$ cat src/rtl/data_mem_seq_if.sv
// Word-organised data memory bus with a req/ack handshake.
// The sequencer drives the master side; the memory drives the slave side.
interface data_mem_seq_if;
    logic        MemReq;
    logic [29:0] MemAddr;
    logic [3:0]  MemWe;
    logic [31:0] MemWData;
    logic        MemAck;
    logic [31:0] MemRData;

    modport master (
        output MemReq,
        output MemAddr,
        output MemWe,
        output MemWData,
        input  MemAck,
        input  MemRData
    );

    modport slave (
        input  MemReq,
        input  MemAddr,
        input  MemWe,
        input  MemWData,
        output MemAck,
        output MemRData
    );
endinterface

$ cat src/rtl/data_mem_seq.sv
// MEM-stage load/store sequencer: splits unaligned accesses into two word
// accesses, builds byte enables / lane-aligned data and extends load results.
module data_mem_seq (
    input  logic                 CPU_CLK,
    input  logic                 CPU_RST,
    input  logic                 ReqValid,
    input  logic                 ReqWrite,
    input  logic [2:0]           ReqType,
    input  logic [31:0]          ReqAddr,
    input  logic [31:0]          ReqWData,
    output logic                 Stall,
    output logic                 RespValid,
    output logic [31:0]          RespData,
    data_mem_seq_if.master       mem
);

    typedef enum logic [1:0] {IDLE, ACC0, ACC1, DONE} state_t;

    state_t      state;
    state_t      state_nxt;

    logic [1:0]  off_q;
    logic [2:0]  type_q;
    logic        write_q;
    logic [31:0] wdata_q;
    logic [31:0] lo;
    logic [31:0] hi;

    // Access size in bytes; 0 for the no-access encodings.
    function automatic logic [2:0] size_of(input logic [2:0] t);
        case (t)
            3'd1, 3'd4: size_of = 3'd1;
            3'd2, 3'd5: size_of = 3'd2;
            3'd3:       size_of = 3'd4;
            default:    size_of = 3'd0;
        endcase
    endfunction

    // Byte enables across the two-word window starting at the first word.
    function automatic logic [7:0] be_of(input logic [2:0] t, input logic [1:0] off);
        logic [7:0] mask;
        case (size_of(t))
            3'd1:    mask = 8'h01;
            3'd2:    mask = 8'h03;
            3'd4:    mask = 8'h0F;
            default: mask = 8'h00;
        endcase
        be_of = mask << off;
    endfunction

    logic        req_ok;
    logic [7:0]  req_be;
    logic [7:0]  q_be;
    logic        q_split;
    logic [5:0]  hi_shift;
    logic [63:0] rd_window;

    assign req_ok   = ReqValid && (ReqType inside {[3'd1:3'd5]});
    assign req_be   = be_of(ReqType, ReqAddr[1:0]);
    assign q_be     = be_of(type_q, off_q);
    assign q_split  = ({2'b00, off_q} + {1'b0, size_of(type_q)}) > 4'd4;
    // Second-word store data: bytes that did not fit in the first word.
    assign hi_shift = 6'd32 - {1'b0, off_q, 3'b000};

    always_ff @(posedge CPU_CLK) begin
        // NOTE: sequential state uses non-blocking assignments so every
        // register samples the pre-edge values of the others.
        if (CPU_RST) state <= IDLE;
        else         state <= state_nxt;
    end

    always_comb begin
        // NOTE: default first so no path through the case leaves state_nxt
        // unassigned, which would infer a latch.
        state_nxt = state;
        case (state)
            IDLE:    if (req_ok) state_nxt = ACC0;
            ACC0:    if (mem.MemAck) state_nxt = q_split ? ACC1 : DONE;
            ACC1:    if (mem.MemAck) state_nxt = DONE;
            DONE:    state_nxt = IDLE;
            default: state_nxt = IDLE;
        endcase
    end

    // Request latch, memory-side registers and read-word capture.
    always_ff @(posedge CPU_CLK) begin
        if (CPU_RST) begin
            off_q        <= '0;
            type_q       <= '0;
            write_q      <= 1'b0;
            wdata_q      <= '0;
            lo           <= '0;
            hi           <= '0;
            mem.MemReq   <= 1'b0;
            mem.MemAddr  <= '0;
            mem.MemWe    <= '0;
            mem.MemWData <= '0;
        end else begin
            case (state)
                IDLE: begin
                    if (req_ok) begin
                        off_q        <= ReqAddr[1:0];
                        type_q       <= ReqType;
                        write_q      <= ReqWrite;
                        wdata_q      <= ReqWData;
                        mem.MemReq   <= 1'b1;
                        mem.MemAddr  <= ReqAddr[31:2];
                        mem.MemWe    <= ReqWrite ? req_be[3:0] : 4'b0000;
                        mem.MemWData <= ReqWData << {ReqAddr[1:0], 3'b000};
                    end
                end
                ACC0: begin
                    if (mem.MemAck) begin
                        lo <= mem.MemRData;
                        if (q_split) begin
                            mem.MemAddr  <= mem.MemAddr + 30'd1;
                            mem.MemWe    <= write_q ? q_be[7:4] : 4'b0000;
                            mem.MemWData <= wdata_q >> hi_shift;
                        end else begin
                            mem.MemReq <= 1'b0;
                            mem.MemWe  <= 4'b0000;
                        end
                    end
                end
                ACC1: begin
                    if (mem.MemAck) begin
                        hi         <= mem.MemRData;
                        mem.MemReq <= 1'b0;
                        mem.MemWe  <= 4'b0000;
                    end
                end
                default: ;
            endcase
        end
    end

    assign rd_window = {hi, lo} >> {off_q, 3'b000};

    always_comb begin
        Stall     = (state == IDLE && req_ok) || state == ACC0 || state == ACC1;
        RespValid = (state == DONE);
        RespData  = '0;
        if (state == DONE && !write_q) begin
            case (type_q)
                3'd1:    RespData = {{24{rd_window[7]}}, rd_window[7:0]};
                3'd2:    RespData = {{16{rd_window[15]}}, rd_window[15:0]};
                3'd3:    RespData = rd_window[31:0];
                3'd4:    RespData = {24'h0, rd_window[7:0]};
                3'd5:    RespData = {16'h0, rd_window[15:0]};
                default: RespData = '0;
            endcase
        end
    end

    // While a request waits for ack, the memory must see a frozen request.
    assert property (@(posedge CPU_CLK) disable iff (CPU_RST)
        (mem.MemReq && !mem.MemAck) |=> (mem.MemReq && $stable(mem.MemAddr) &&
                                         $stable(mem.MemWe) && $stable(mem.MemWData)));

endmodule

$ cat src/flat_wrapper.sv
// flat-port wrapper written by rule: the top's interface ports become plain ports
module data_mem_seq_flat 
  (CPU_CLK, CPU_RST, ReqValid, ReqWrite, ReqType, ReqAddr, ReqWData, Stall, RespValid, RespData, mem_MemReq, mem_MemAddr, mem_MemWe, mem_MemWData, mem_MemAck, mem_MemRData);
  data_mem_seq_if mem_i ();
  input  logic CPU_CLK;
  input  logic CPU_RST;
  input  logic ReqValid;
  input  logic ReqWrite;
  input  logic [2:0] ReqType;
  input  logic [31:0] ReqAddr;
  input  logic [31:0] ReqWData;
  output logic Stall;
  output logic RespValid;
  output logic [31:0] RespData;
  output wire logic [$bits(mem_i.MemReq)-1:0] mem_MemReq;
  output wire logic [$bits(mem_i.MemAddr)-1:0] mem_MemAddr;
  output wire logic [$bits(mem_i.MemWe)-1:0] mem_MemWe;
  output wire logic [$bits(mem_i.MemWData)-1:0] mem_MemWData;
  input wire logic [$bits(mem_i.MemAck)-1:0] mem_MemAck;
  input wire logic [$bits(mem_i.MemRData)-1:0] mem_MemRData;
  assign mem_MemReq = mem_i.MemReq;
  assign mem_MemAddr = mem_i.MemAddr;
  assign mem_MemWe = mem_i.MemWe;
  assign mem_MemWData = mem_i.MemWData;
  assign mem_i.MemAck = mem_MemAck;
  assign mem_i.MemRData = mem_MemRData;
  data_mem_seq u_core (.CPU_CLK(CPU_CLK), .CPU_RST(CPU_RST), .ReqValid(ReqValid), .ReqWrite(ReqWrite), .ReqType(ReqType), .ReqAddr(ReqAddr), .ReqWData(ReqWData), .Stall(Stall), .RespValid(RespValid), .RespData(RespData), .mem(mem_i));
endmodule
$ cat config.mk
export PLATFORM = sky130hd
export DESIGN_NAME = data_mem_seq_flat
export DESIGN_NICKNAME = d
export VERILOG_FILES = /design/src/rtl/data_mem_seq_if.sv /design/src/rtl/data_mem_seq.sv /design/src/flat_wrapper.sv
export SDC_FILE = /design/constraint.sdc
export NUM_CORES = 1
export LEC_CHECK = 0
export ABC_AREA = 1
export ABC_CLOCK_PERIOD_IN_PS = 6610
export BUFFER_PORTS_ARGS = -buffer_cell sky130_fd_sc_hd__buf_2
export CAP_MARGIN = 20
export CORE_UTILIZATION = 53
export DETAILED_ROUTE_END_ITERATION = 6
export GPL_TIMING_DRIVEN = 0
export PLACE_DENSITY_LB_ADDON = 0.15
export SETUP_SLACK_MARGIN = 0.2
export SYNTH_ARGS = -nofsm -noshare
export SYNTH_HDL_FRONTEND = slang
export SYNTH_SLANG_ARGS = --single-unit
$ cat constraint.sdc
create_clock -name CPU_CLK -period 6.61 [get_ports CPU_CLK]
set_clock_uncertainty 0.2 [all_clocks]
set_input_delay 0.661 -clock CPU_CLK [delete_from_list [all_inputs] [get_ports CPU_CLK]]
set_output_delay 0.661 -clock CPU_CLK [all_outputs]
set_load 0.01 [all_outputs]
==> summary.log <==
[clocking] Max clock buf depth 2
[layout] share of post-route cells with drive strength above 1 17.3%
[synth] count of cell types in the netlist 42
[clocking] TritonCTS clock tree done
[worst_setup_path] kind of launch point of the worst setup path flip-flop
[die] total number of placement rows 48
[sta] number of slew-limit violations in the final report 0
[worst_setup_path] Worst Setup End Kind output port
[clocking] setup bufs post-CTS 0
[synth] post-synthesis mux area share 0.736%
[sta] setup-violating endpoint count in the final report 0
[clocking] number of cells upsized or downsized after cts 0
[placement] detailed-placement wirelength estimate 27000 um
[sta] Max Freq 289 MHz
[worst_hold_path] Min-Delay Path Class reg2reg
[synth] Avg Synthesized Cell Area 6.23 um2
[sta] Max transition margin 52.4%
[detailed_routing] final antenna-violating net count 0
[synth] number of warnings reported in the yosys synthesis log 0
[placement] setup slack at placement 3.35 ns
[die] die height 136 um
[synth] top flip-flop cell by instance count after synthesis sky130_fd_sc_hd__dfxtp_1
[sta] measured slew at the worst slew-check pin 0.713 ns
[sta] worst setup margin 3.16 ns
[detailed_routing] Via Count 11100
[synth] Cell Area, Synth 9520 um2
[synth] Syn Nets 1641
[die] horizontal die dimension 136 um
[layout] final core utilization 65.4%
[run_status] status finished clean
[clocking] Hold-fix buffers, CTS 0
[global_routing] number of global-route vias before repair 9894
[synth] largest family of logic cells by synthesized area simple AND/OR/NAND/NOR gates
[die] Core Box Area 17400 um2
[sta] RSZ-0062 raised after global routing false
[worst_setup_path] largest fanout on the critical path 10
[detailed_routing] average wire per cell in the routed design 17.5 um
[synth] Synth Area in Simple Gates 29.9%
[sta] worst hold slack 0.243 ns
[detailed_routing] detailed-route DRC error count 0
[flow_run] max-cap violation count 0
[synth] post-synthesis instance total 1528
[die] ports placed on the boundary 205
[clocking] clock tree root driver cell sky130_fd_sc_hd__clkbuf_16
[power_and_ir_drop] Leak 4.96 nW
[synth] #FFs+latches synth 163
[clocking] clk_lat worst skew 0.44 ns
[global_routing] total congestion overflow 0
[detailed_routing] Pre-antenna DRT Iters 6
[power_and_ir_drop] Cell Pwr Density 386 nW/um2
[sta] Hold Fails Final Rpt 0
[placement] IO buf count 202
[layout] fin area 11400 um2
[synth] sequential area share after synthesis 34.3%
[detailed_routing] vias per cell 5.59
[placement] routability-driven placement congestion ratio 1.00
[power_and_ir_drop] Peak supply drop 0.000278 V
[global_routing] wire length of the first global-routing pass 52500 um
[sta] Period minus WS final 3.45 ns
[detailed_routing] DRT Wirelength 34800 um
[synth] post-synthesis compound-gate area fraction 23.8%
[layout] growth of design area from synthesis to finish 19.7%
[global_routing] global-route usage over all layers 37.6%
[worst_setup_path] required time worst endpoint 5.75 ns
[clocking] Clk pin slew, worst setup/hold paths 0.07 ns
[clocking] Inserted Clock Buffers 17
[die] initial standard-cell utilization of the core 54.7%
[global_routing] maximum number of pins on one net before global-route repair 19
[global_routing] antenna violations before repair 1
[clocking] total clock sinks 163
[synth] xor/xnor cell area share of the yosys netlist 0.184%
[clocking] # H-tree levels 4
[synth] Post-synth EDFFs 0
[synth] share of synthesized registers carrying an async set or reset 0%
[worst_setup_path] Critical Path AT 2.59 ns
[layout] number of nets in the final layout 1862
[placement] cell area reported after detailed placement 10800 um2
[sta] accumulated negative setup slack 0 ns
[detailed_routing] initial DRC count 1307
[sta] period utilization 52.3%
[worst_setup_path] Crit Path Class reg2out
[die] DIE AREA 18500 um2
[synth] Synth Area in Adders 1.26%
registers in the layout (all words and copies together), names as in the netlist:
signal and count:
u_core.mem.MemWe 4, u_core.state 2, u_core.wdata_q 32, u_core.lo 32, u_core.write_q 1, u_core.hi 24, u_core.mem.MemWData 32, u_core.mem.MemReq 1
u_core.off_q 2, u_core.mem.MemAddr 30, u_core.type_q 3
critical path, stage by stage (launching register included):
cell and delay [ns]:
sky130_fd_sc_hd__dfxtp_1 0.38, sky130_fd_sc_hd__inv_2 0.14, sky130_fd_sc_hd__buf_2 0.25, sky130_fd_sc_hd__clkbuf_1 0.57, sky130_fd_sc_hd__nand2_1 0.26, sky130_fd_sc_hd__nand3_1 0.13, sky130_fd_sc_hd__nand3_1 0.11, sky130_fd_sc_hd__a21oi_1 0.17
sky130_fd_sc_hd__buf_2 0.14
synth_stat cells (all sizes together) (2+ instances only):
cell    count  area, um2
nand2     410       1560
o21ai     220       1110
nor2      203        774
dfxtp     163       3260
a21oi     150        762
inv       128        480
nand3      58        305
clkbuf     57        214
buf        40        240
o221ai     25        219
or2        11       68.8
nand3b      9       67.6
nor3        9       56.3
ha          8        100
a211oi      7       52.6
mux2i       7       70.1
o22ai       7       43.8
o211ai      3       22.5
o21bai      3       22.5
nand4       2       12.5
xor2        2       17.5
path summary, 6_finish.rpt:
check	startpoint	endpoint	slack, ns	depth (start not counted)
max	u_core.off_q[0]$_SDFFE_PP0P_	RespData[9]	3.16	8
min	u_core.wdata_q[2]$_SDFFE_PP0P_	u_core.wdata_q[2]$_SDFFE_PP0P_	0.24	2
max reg2reg	u_core.off_q[0]$_SDFFE_PP0P_	u_core.mem.MemWData[6]$_SDFFE_PP0P_	3.25	10
min reg2reg	u_core.wdata_q[2]$_SDFFE_PP0P_	u_core.wdata_q[2]$_SDFFE_PP0P_	0.24	2
per-stage QoR:
| stage | cells | power, mW |
|---|---|---|
| 2_1_floorplan | 1528 | 2.70 |
| 3_3_place_gp | 1955 | 3.34 |
| 3_5_place_dp | 1955 | 3.37 |
| 4_1_cts | 1987 | 4.35 |
| 5_1_grt | 1988 | 4.66 |
| 6_report | 1988 | 4.40 |
placed cells by master, fill, tap and decap left out, types with 4 or more instances in the layout:
master                      count
sky130_fd_sc_hd__buf_6          5
sky130_fd_sc_hd__ha_1           8
sky130_fd_sc_hd__nand3b_1       9
sky130_fd_sc_hd__nor2_1       200
sky130_fd_sc_hd__clkbuf_1      57
sky130_fd_sc_hd__buf_1          5
sky130_fd_sc_hd__o221ai_1      25
sky130_fd_sc_hd__inv_1        120
sky130_fd_sc_hd__nand2_2        5
sky130_fd_sc_hd__buf_4          6
sky130_fd_sc_hd__o22ai_1        7
sky130_fd_sc_hd__nand3_1       55
sky130_fd_sc_hd__nand2_1      404
sky130_fd_sc_hd__dfxtp_1      163
sky130_fd_sc_hd__mux2i_1        7
sky130_fd_sc_hd__buf_2        226
sky130_fd_sc_hd__clkbuf_16     17
sky130_fd_sc_hd__a21oi_1      147
sky130_fd_sc_hd__inv_8          4
sky130_fd_sc_hd__o21ai_0      212
sky130_fd_sc_hd__inv_6          5
sky130_fd_sc_hd__or2_2          8
sky130_fd_sc_hd__inv_2          8
sky130_fd_sc_hd__nor3_1         8
sky130_fd_sc_hd__a211oi_1       7
sky130_fd_sc_hd__o21ai_1        5
area by class of cell:
class,count,area (um2)
Antenna cell,1,2.50
Buffer,97,454
Inverter,129,484
Multi-Input combinational cell,1139,5320
Clock inverter,15,158
Sequential cell,163,3260
Clock buffer,17,425
Timing Repair Buffer,202,1010
Fill cell,1756,6020
Tap cell,225,282
kinds of logic (layout without fill, tap and decap cells):
| kind of cell | count (synthesis) | after routing |
|---|---|---|
| AND/OR/NAND/NOR | 702 | 702 |
| AO/OA/AOI/OAI | 419 | 419 |
| buffers and inverters | 226 | 460 |
| flip-flops | 163 | 163 |
| adder cells (fa/ha/maj) | 9 | 9 |
| multiplexers | 7 | 7 |
| XOR/XNOR | 2 | 2 |
| other | 0 | 1 |
layer usage:
layer / vias to the layer above / GRT usage (%) / part of all wire, %
met5: - / 0 / 0
met4: 0 / 11.7 / 2.5
met3: 68 / 11.0 / 11
met2: 529 / 56.8 / 43
met1: 5075 / 51.2 / 44
li1: 5445 / - / -
where the power goes:
part	leakage (nW)	internal (mW)	total [mW]	switching (mW)
sequential	1.33	1.24	1.47	0.238
clock	0.281	0.505	0.988	0.483
combinational	3.35	0.654	1.94	1.28
Power figures use the tool's default switching activity.
